### config.mk
export PLATFORM = sky130hd
export DESIGN_NAME = wb_write_queue
export DESIGN_NICKNAME = d
export VERILOG_FILES = /design/src/rtl/wb_write_queue.sv
export SDC_FILE = /design/constraint.sdc
export NUM_CORES = 1
export LEC_CHECK = 0
export CELL_PAD_IN_SITES_DETAIL_PLACEMENT = 1
export CELL_PAD_IN_SITES_GLOBAL_PLACEMENT = 1
export CORE_MARGIN = 2
export CORE_UTILIZATION = 25
export DETAILED_ROUTE_END_ITERATION = 7
export GPL_ROUTABILITY_DRIVEN = 0
export MAX_ROUTING_LAYER = met4
export PLACE_DENSITY_LB_ADDON = 0.1
export SLEW_MARGIN = 20
export SYNTH_ARGS = -nofsm -noshare
export SYNTH_HDL_FRONTEND = slang
export SYNTH_SLANG_ARGS = --single-unit
export TNS_END_PERCENT = 10
### constraint.sdc
create_clock -name clk -period 16.75 [get_ports clk]
set_clock_uncertainty 0.2 [all_clocks]
set_input_delay 3.35 -clock clk [delete_from_list [all_inputs] [get_ports clk]]
set_output_delay 3.35 -clock clk [all_outputs]
set_load 0.1 [all_outputs]
### src/rtl/wb_write_queue.sv
// Writeback queue: merges LSU (port 0) and ALU (port 1) results into an in-order FIFO
// that drains one entry per cycle into the register-file write port, with bypass queries.
module wb_write_queue #(
  parameter int DEPTH = 4,
  parameter int DW    = 32,
  parameter int AW    = 5
) (
  input  logic                       clk,
  input  logic                       rst,
  input  logic                       s0_valid,
  output logic                       s0_ready,
  input  logic [AW-1:0]              s0_idx,
  input  logic [DW-1:0]              s0_data,
  input  logic                       s1_valid,
  output logic                       s1_ready,
  input  logic [AW-1:0]              s1_idx,
  input  logic [DW-1:0]              s1_data,
  output logic                       write_en,
  output logic [AW-1:0]              wa,
  output logic [DW-1:0]              wd,
  input  logic [AW-1:0]              q1_idx,
  output logic                       q1_hit,
  output logic [DW-1:0]              q1_data,
  input  logic [AW-1:0]              q2_idx,
  output logic                       q2_hit,
  output logic [DW-1:0]              q2_data,
  output logic [$clog2(DEPTH):0]     count
);

  localparam int PW = $clog2(DEPTH);
  localparam int CW = PW + 1;
  localparam logic [CW-1:0] FULL  = CW'(DEPTH);
  localparam logic [CW-1:0] LEFT1 = CW'(DEPTH - 1);
  localparam logic [CW-1:0] LEFT2 = CW'(DEPTH - 2);

  logic [AW-1:0] mem_idx  [DEPTH];
  logic [DW-1:0] mem_data [DEPTH];
  logic [PW-1:0] rd_ptr;
  logic [PW-1:0] wr_ptr;

  logic push0;
  logic push1;
  logic pop;
  logic [PW-1:0] wr_ptr1;

  // Ready looks only at registered occupancy; the concurrent pop is not credited.
  assign s0_ready = (count < FULL);
  assign s1_ready = (count <= LEFT2) | ((count == LEFT1) & ~s0_valid);

  // x0 results complete the handshake but are never stored.
  assign push0   = s0_valid & s0_ready & (s0_idx != '0);
  assign push1   = s1_valid & s1_ready & (s1_idx != '0);
  assign pop     = (count != '0);
  assign wr_ptr1 = wr_ptr + PW'(push0);

  assign write_en = pop;
  assign wa       = pop ? mem_idx[rd_ptr]  : '0;
  assign wd       = pop ? mem_data[rd_ptr] : '0;

  always_ff @(posedge clk) begin
    if (rst) begin
      rd_ptr <= '0;
      wr_ptr <= '0;
      count  <= '0;
    end else begin
      rd_ptr <= rd_ptr + PW'(pop);
      wr_ptr <= wr_ptr + PW'(push0) + PW'(push1);
      count  <= count + CW'(push0) + CW'(push1) - CW'(pop);
    end
  end

  // Entry storage is qualified by occupancy only, so it carries no reset.
  always_ff @(posedge clk) begin
    if (!rst) begin
      if (push0) begin
        mem_idx[wr_ptr]  <= s0_idx;
        mem_data[wr_ptr] <= s0_data;
      end
      if (push1) begin
        mem_idx[wr_ptr1]  <= s1_idx;
        mem_data[wr_ptr1] <= s1_data;
      end
    end
  end

  // Walk from head to tail so the youngest matching entry wins.
  always_comb begin
    logic [PW-1:0] slot;
    slot    = '0;
    q1_hit  = 1'b0;
    q1_data = '0;
    q2_hit  = 1'b0;
    q2_data = '0;
    for (int i = 0; i < DEPTH; i++) begin
      slot = rd_ptr + PW'(i);
      if (CW'(i) < count) begin
        if ((q1_idx != '0) && (mem_idx[slot] == q1_idx)) begin
          q1_hit  = 1'b1;
          q1_data = mem_data[slot];
        end
        if ((q2_idx != '0) && (mem_idx[slot] == q2_idx)) begin
          q2_hit  = 1'b1;
          q2_data = mem_data[slot];
        end
      end
    end
  end

endmodule
==> run_results.csv, run 1 <==
group,metric,value,unit
outcome,outcome,"completed",
clock_tree,cts_buffers,17,
floorplanning,die_w,241,um
pwr,power_density,199,nW/um2
synth,yosys_register_bits,155,
timing,grt_setup_unrepaired,"false",
clock_tree,h-tree-depth,4,
timing,hold_viol,0,
layout,fillers,6062,
pwr,power_switching_share,56.4,%
floorplanning,rows,86,
synth,syn-num-nets,1364,
global_route,grt_pass1_vias,12400,
critical_path,crit_slowest_cell,"clkdlybuf4s50_1",
pwr,intPower,1.50,mW
drt,postRouteAntennaNets,0,
layout,fin_area,17300,um2
synth,synth_flop_cell,"edfxtp_1",
pwr,leakagePower,5.28,nW
clock_tree,root_buffer,"clkbuf_16",
job,maxCapViolCount,0,
timing,worst_pin_slew,1.16,ns
drt,drt_iter0_markers,791,
global_route,grt_max_degree,70,
global_route,grt_pass1_wl,87100,um
layout,layout_common_cells,"196 x clkdlybuf4s50_1, 157 x mux2_2, 148 x edfxtp_1",
synth,synth_top_area_cell,"edfxtp_1",
layout,fin_util,31.4,%
drt,vias,11800,
floorplanning,core,55200,um2
critical_path,critPathBufInv,3,
critical_path,worstPathCellList,"clkdlybuf4s50_1, nor4_1, or3_1, a21o_2, buf_4, or2_2, a31oi_1, a221oi_1, clkdlybuf4s50_1",
drt,avgRoutedWirePerCell,28.2,um
place,dp_cells,2114,
pwr,peakVddDrop,0.000107,V
critical_path,startpoint_type,"input port",
critical_path,endpoint_kind,"primary output",
clock_tree,cts_buffer_depth,2,
critical_path,path_class,"input port to primary output",
clock_tree,cts.sinks,155,
drt,dr.pass1.iters,5,
drt,drcViolationCount,0,
timing,slew_headroom,22.8,%
synth,synth_edf_count,148,
synth,ys_seq_area_share,32.8,%
critical_path,critical_path.max_stage_delay,1.24,ns
drt,routed_wl,60700,um
timing,setup-tns-final,0,ns
timing,period_share,69.0,%
synth,async_flop_share,0,%
global_route,grt_usage,21.6,%
synth,mappedNetlistArea,14000,um2
clock_tree,hold_buffers,0,
global_route,antenna_found_initial,4,
critical_path,cp.arrival,8.00,ns
critical_path,crit_path_max_fanout,33,
layout,final_net_count,1482,
layout,area_growth,23.9,%
floorplanning,dieArea,57900,um2
global_route,grt_overflow_total,0,
clock_tree,postCtsSetupBuffers,0,
synth,ys_warn_count,0,
clock_tree,clock_latency,0.47,ns
timing,slew_violations,0,
layout,instances_no_fill,2150,
layout,final_common_cell,"clkdlybuf4s50_1",
synth,synth.distinct_cells,58,
layout,drive_above_1_share,27.2,%
pwr,p_seq_share,17.6,%
timing,setup_viol,0,
worst_hold_path,hold_path_class,"register to register",
critical_path,crit_top_cell,"clkdlybuf4s50_1",
timing,max_freq,86.6,MHz
layout,seq_area,4590,um2
pwr,p_switching,1.95,mW
critical_path,path_delay_family,"buffers and inverters",
pwr,p_clk_share,12.1,%
floorplanning,initial_core_util,25.4,%
clock_tree,cts_resized,0,
drt,viasPerCell,5.47,
pwr,pwr-share-comb,70.3,%
critical_path,cp.required,13.20,ns
synth,synth_top_area_share,31.8,%
clock_tree,cts_tree,"built",
timing,min_period,11.55,ns
synth,synth_area_leaders,"edfxtp_1 32%, mux4_2 16%, mux2_2 13%",
layout,multi_input_area,8900,um2
place,io_buffers,196,
synth,synthCells,1268,
floorplanning,die_h,241,um
synth,syn_area_per_cell,11.0,um2
floorplanning,ios,197,
place,hpwl,39100,um
place,place_area,16700,um2
clock_tree,clkSlewWorstSetupHoldPaths,0.07,ns
==> worst min-delay path, stage by stage, from the launching register on <==
cell and delay [ns]:
dfxtp_1 0.35, inv_1 0.14, fa_1 0.18, nor2_1 0.04
==> cell type report <==
type	count	area share, %
Antenna cell	3	0.0433
Clock buffer	17	2.45
Clock inverter	15	1.04
Inverter	10	0.216
Multi-Input combinational cell	966	51.3
Sequential cell	155	26.5
Tap cell	748	5.39
Timing Repair Buffer	236	13.1
==> sequential cells by signal (all words and copies together) (netlist names) <==
| name | cells |
|---|---|
| mem_data | 128 |
| mem_idx | 20 |
| count | 3 |
| rd_ptr | 2 |
| wr_ptr | 2 |
==> logic make-up after synthesis <==
| logic type | count (synthesis) | synth area share (%) |
|---|---|---|
| adders and majority gates | 8 | 0.822 |
| muxes | 291 | 30.9 |
| AOI/OAI and AO/OA | 277 | 14.9 |
| and+or+nand+nor | 348 | 13.5 |
| DFF | 155 | 32.8 |
| xor gates and xnor gates | 42 | 2.63 |
| buffers and inverters | 147 | 4.58 |
==> routing by layer <==
layer | share of wire [%] | wire length [um] | track usage [%] | up-vias
met3 | 3.9 | 2340 | 2.84 | 74
met2 | 50 | 30500 | 36.5 | 314
li1 | - | - | - | 5267
met4 | 2.0 | 1230 | 6.25 | 0
met1 | 44 | 26600 | 26.9 | 6113
met5 | 0 | 0 | - | -
==> cells in the mapped netlist, drive strengths merged (11+ instances only) <==
master  number
mux4        97
nand2       47
o21ai       68
nand3       25
a221oi      52
nor3b       28
buf         54
nor2b       81
mux2i       36
xnor2       37
a311oi      11
edfxtp     148
a21oi       43
a31oi       31
and3        17
mux2       158
nor3        37
nor2        76
clkbuf      83
a211oi      42
==> metrics by stage <==
| stage | power [mW] | hold slack, ns | setup slack, ns |
|---|---|---|---|
| 4_1_cts | 3.47 | 0.559 | 5.19 |
| 5_1_grt | 3.60 | 0.610 | 4.93 |
| 2_1_floorplan | 2.37 | 0.383 | 5.99 |
| 3_5_place_dp | 3.04 | 0.542 | 5.22 |
| 6_report | 3.45 | 0.550 | 5.20 |
| 3_3_place_gp | 3.03 | 0.555 | 5.18 |
==> path summary, 6_finish.rpt <==
path                                       end  slack, ns  cells past startpoint      start
worst max-delay path                q1_data[0]       5.20                      9  q1_idx[1]
worst min-delay path                  count[0]       0.55                      3   count[0]
worst max register to register  mem_data[0][8]      12.72                      9   count[2]
worst min register to register        count[0]       0.55                      3   count[0]
==> power groups by stage <==
stage | registers (mW) | clock network [mW] | logic (mW)
detailed placement | 0.614 | 0 | 2.43
global placement | 0.608 | 0 | 2.42
global route | 0.617 | 0.439 | 2.54
CTS | 0.606 | 0.427 | 2.44
finish | 0.606 | 0.419 | 2.42
floorplan | 0.585 | 0 | 1.78
Power figures use the tool's default switching activity.
==> run 2: changes to the inputs <==
- clock period: 16.75 -> 9.7 ns (I/O delays scaled with it)
==> run_results.csv, run 2 (synthesis gave the netlist of run 1 again) <==
group,metric,value,unit
clock_tree,hold_buffers,0,
layout,fin_area,17200,um2
timing,setup_viol,0,
clock_tree,h-tree-depth,4,
layout,largest_reg_flops,128,
floorplanning,rows,86,
critical_path,crit_path_max_fanout,21,
timing,period_share,83.8,%
layout,fillers,6063,
floorplanning,die_h,241,um
clock_tree,cts.sinks,155,
worst_hold_path,hold_path_class,"register to register",
job,maxCapViolCount,0,
layout,top_register,"mem_data",
place,hpwl,39300,um
critical_path,cp.required,7.56,ns
timing,worst_pin_slew,1.03,ns
clock_tree,clkSlewWorstSetupHoldPaths,0.06,ns
layout,final_common_cell,"clkdlybuf4s50_1",
critical_path,endpoint_kind,"primary output",
floorplanning,die_w,241,um
global_route,antenna_found_initial,1,
floorplanning,initial_core_util,25.4,%
critical_path,cp.arrival,5.98,ns
clock_tree,cts_buffer_depth,2,
layout,instances_no_fill,2153,
pwr,power_density,343,nW/um2
global_route,grt_pass1_wl,86400,um
clock_tree,root_buffer,"clkbuf_16",
clock_tree,postCtsSetupBuffers,0,
timing,min_period,8.12,ns
timing,slew_violations,0,
timing,hold_viol,0,
timing,slew_headroom,31.6,%
floorplanning,core,55200,um2
pwr,leakagePower,5.33,nW
layout,seq_area,4590,um2
layout,multi_input_area,8880,um2
timing,max_freq,123,MHz
critical_path,path_class,"input port to primary output",
drt,avgRoutedWirePerCell,27.6,um
clock_tree,clock_latency,0.46,ns
floorplanning,ios,197,
critical_path,startpoint_type,"input port",
layout,final_net_count,1487,
drt,drt_iter0_markers,748,
clock_tree,cts_tree,"built",
floorplanning,dieArea,57900,um2
global_route,grt_usage,21.3,%
layout,drive_above_1_share,29.5,%
pwr,fin_total_pwr,5.91,mW
outcome,outcome,"completed",
drt,routed_wl,59500,um
place,dp_cells,2119,
drt,dr.pass1.iters,5,
place,io_buffers,196,
pwr,peakVddDrop,0.000216,V
timing,setup-tns-final,0,ns
layout,layout_common_cells,"164 x clkdlybuf4s50_1, 157 x mux2_2, 148 x edfxtp_1",
layout,area_growth,23.2,%
clock_tree,cts_buffers,17,
timing,grt_setup_unrepaired,"false",
clock_tree,cts_resized,0,
layout,top_regs,"mem_data: 128 flops, mem_idx: 20 flops, count: 3 flops",
drt,vias,11800,
drt,viasPerCell,5.46,
place,place_area,16700,um2
global_route,grt_max_degree,65,
drt,postRouteAntennaNets,0,
global_route,grt_pass1_vias,12300,
global_route,grt_overflow_total,0,
drt,drcViolationCount,0,
## run 2: stage by stage
| step | hold slack, ns | util (%) | setup slack, ns |
|---|---|---|---|
| floorplan | 0.383 | - | 1.76 |
| detailed placement | 0.549 | 30.2 | 1.44 |
| global placement | 0.543 | 30.2 | 1.49 |
| finish | 0.545 | 31.2 | 1.58 |
| CTS | 0.561 | 31.2 | 1.41 |
| global route | 0.632 | 31.2 | 1.35 |
## run 2: report_power, final
group	switching, mW	leakage (nW)	internal (mW)	total [mW]
clock network	0.294	0.263	0.375	0.669
logic	2.92	3.66	1.27	4.19
registers	0.152	1.41	0.896	1.05
## run 2: worst max-delay path, cell delays in order
cell	delay (ns)
clkdlybuf4s50_1	0.63
nor3_1	0.38
and2_1	0.34
or4b_1	0.82
buf_4	0.36
o21ai_0	0.10
o21ai_1	0.21
clkdlybuf4s50_1	1.17
## run 2: worst paths after layout
kind,slack (ns),end,cells after the start,from
worst max-delay path,1.58,q2_data[2],8,q2_idx[0]
worst max register to register,5.62,mem_data[0][24],9,count[2]
worst min-delay path,0.54,count[0],3,count[0]
worst min register to register,0.54,count[0],3,count[0]
## run 2: area by class of cell
type	instances	area share (%)
diodes	1	0.0145
multi-input cells	966	51.5
inverters	10	0.218
flip-flops and latches	155	26.6
well taps	748	5.43
clock inverters	13	0.726
repair buffers	241	12.9
clock buffers	19	2.51
## run 2: layer usage
layer,track usage (%),wire length [um],vias up
met1,27.9,27000,6140
met4,5.25,952,0
met2,35.0,29300,292
met5,-,0,-
met3,2.86,2260,58
li1,-,-,5274
==> run 3: changes to the inputs <==
- clock period: 9.7 -> 6.5 ns (I/O delays scaled with it)
==> run_results.csv, run 3 (synthesis gave the netlist of run 1 again) <==
group,metric,value,unit
layout,area_growth,29.5,%
timing,period_share,91.2,%
clock_tree,cts_buffers,17,
clock_tree,clkSlewWorstSetupHoldPaths,0.06,ns
timing,grt_setup_unrepaired,"false",
job,maxCapViolCount,0,
drt,viasPerCell,5.44,
timing,slew_violations,0,
floorplanning,dieArea,57900,um2
pwr,power_density,501,nW/um2
floorplanning,core,55200,um2
drt,vias,11800,
worst_hold_path,hold_path_class,"register to register",
pwr,intPower,4.00,mW
global_route,grt_pass1_vias,12300,
clock_tree,cts_buffer_depth,2,
place,io_buffers,196,
clock_tree,postCtsSetupBuffers,0,
global_route,grt_overflow_total,0,
drt,routed_wl,58800,um
pwr,pwr-share-comb,72.0,%
timing,setup_viol,0,
floorplanning,initial_core_util,25.4,%
drt,drcViolationCount,0,
pwr,peakVddDrop,0.000401,V
global_route,grt_max_degree,134,
drt,dr.pass1.iters,5,
timing,fin_hold_ws,0.571,ns
global_route,grt_pass1_wl,85000,um
clock_tree,root_buffer,"clkbuf_16",
clock_tree,hold_buffers,0,
critical_path,cp.arrival,4.43,ns
drt,postRouteAntennaNets,0,
clock_tree,cts_resized,0,
timing,worst_pin_slew,0.997,ns
critical_path,path_class,"input port to primary output",
critical_path,cp.required,5.00,ns
layout,largest_reg_flops,128,
layout,fin_util,32.8,%
layout,fillers,5973,
pwr,fin_total_pwr,9.08,mW
drt,avgRoutedWirePerCell,27.1,um
pwr,power_switching_share,55.9,%
pwr,p_switching,5.08,mW
drt,drt_iter0_markers,732,
floorplanning,ios,197,
critical_path,crit_path_max_fanout,8,
layout,final_net_count,1496,
timing,setup-tns-final,0,ns
clock_tree,cts_tree,"built",
layout,layout_common_cells,"157 x mux2_2, 148 x edfxtp_1, 126 x clkdlybuf4s50_1",
floorplanning,die_w,241,um
place,hpwl,38900,um
timing,max_freq,169,MHz
floorplanning,die_h,241,um
layout,top_register,"mem_data",
layout,seq_area,4590,um2
timing,slew_headroom,33.3,%
pwr,p_seq_share,17.1,%
layout,top_regs,"mem_data: 128 flops, mem_idx: 20 flops, count: 3 flops",
critical_path,startpoint_type,"input port",
timing,min_period,5.93,ns
clock_tree,h-tree-depth,4,
global_route,grt_usage,21.2,%
pwr,p_clk_share,10.9,%
clock_tree,clock_latency,0.50,ns
global_route,antenna_found_initial,7,
timing,hold_viol,0,
layout,multi_input_area,8890,um2
layout,final_common_cell,"mux2_2",
pwr,leakagePower,5.64,nW
critical_path,endpoint_kind,"primary output",
clock_tree,cts.sinks,155,
layout,drive_above_1_share,32.9,%
floorplanning,rows,86,
outcome,outcome,"completed",
==> run 3: changes by cell type in the layout (fill, tap and decap cells not counted), moves of 2 or more <==
cell             before  now
clkinvlp_4            3    5
buf_12                0   72
clkinv_4              1    4
clkdlybuf4s50_1     164  126
diode_2               1    8
clkbuf_1              2    0
buf_4                76   52
==> run 3: path summary, 6_finish.rpt <==
kind	start	end	slack, ns	cells after the start
min	count[0]	count[0]	0.57	3
max reg2reg	count[2]	mem_data[0][24]	2.79	8
max	q2_idx[3]	q2_data[31]	0.57	9
min reg2reg	count[0]	count[0]	0.57	3
==> run 3: cell type report <==
class	instances	share of cell area, %
Multi-Input combinational cell	966	49.1
Sequential cell	155	25.3
Timing Repair Buffer	250	17.1
Tap cell	748	5.16
Clock buffer	17	2.35
Clock inverter	15	0.704
Inverter	10	0.207
Antenna cell	8	0.110
==> run 3: metrics by stage <==
stage | area [um2] | setup slack, ns | instances
3_5_place_dp | 17500 | 0.639 | 2129
2_1_floorplan | 14000 | -0.631 | 1268
4_1_cts | 18100 | 0.624 | 2161
5_1_grt | 18100 | 0.428 | 2168
6_report | 18100 | 0.572 | 2169
3_3_place_gp | 17500 | 0.670 | 2129
==> run 3: power by group through the flow <==
stage	Sequential (mW)	Clock, mW	Combinational (mW)
3_5_place_dp	1.57	0	6.56
2_1_floorplan	1.51	0	4.59
3_3_place_gp	1.57	0	6.55
4_1_cts	1.56	1.03	6.59
5_1_grt	1.59	1.05	6.85
6_report	1.56	0.990	6.53
==> run 3: critical path, stage by stage <==
cell and delay (ns):
clkdlybuf4s50_1 0.58, nor2b_1 0.22, o2bb2ai_1 0.19, or4_1 0.80, a2111oi_0 0.55, a2111oi_0 0.15, a311oi_1 0.29, buf_4 0.18
buf_12 0.17
==> run 3: layer usage <==
metal | track usage (%) | wire (um) | up-vias
met2 | 34.2 | 28900 | 336
met5 | - | 0 | -
met4 | 7.27 | 1230 | 0
li1 | - | - | 5294
met1 | 26.8 | 26100 | 6111
met3 | 3.65 | 2640 | 63
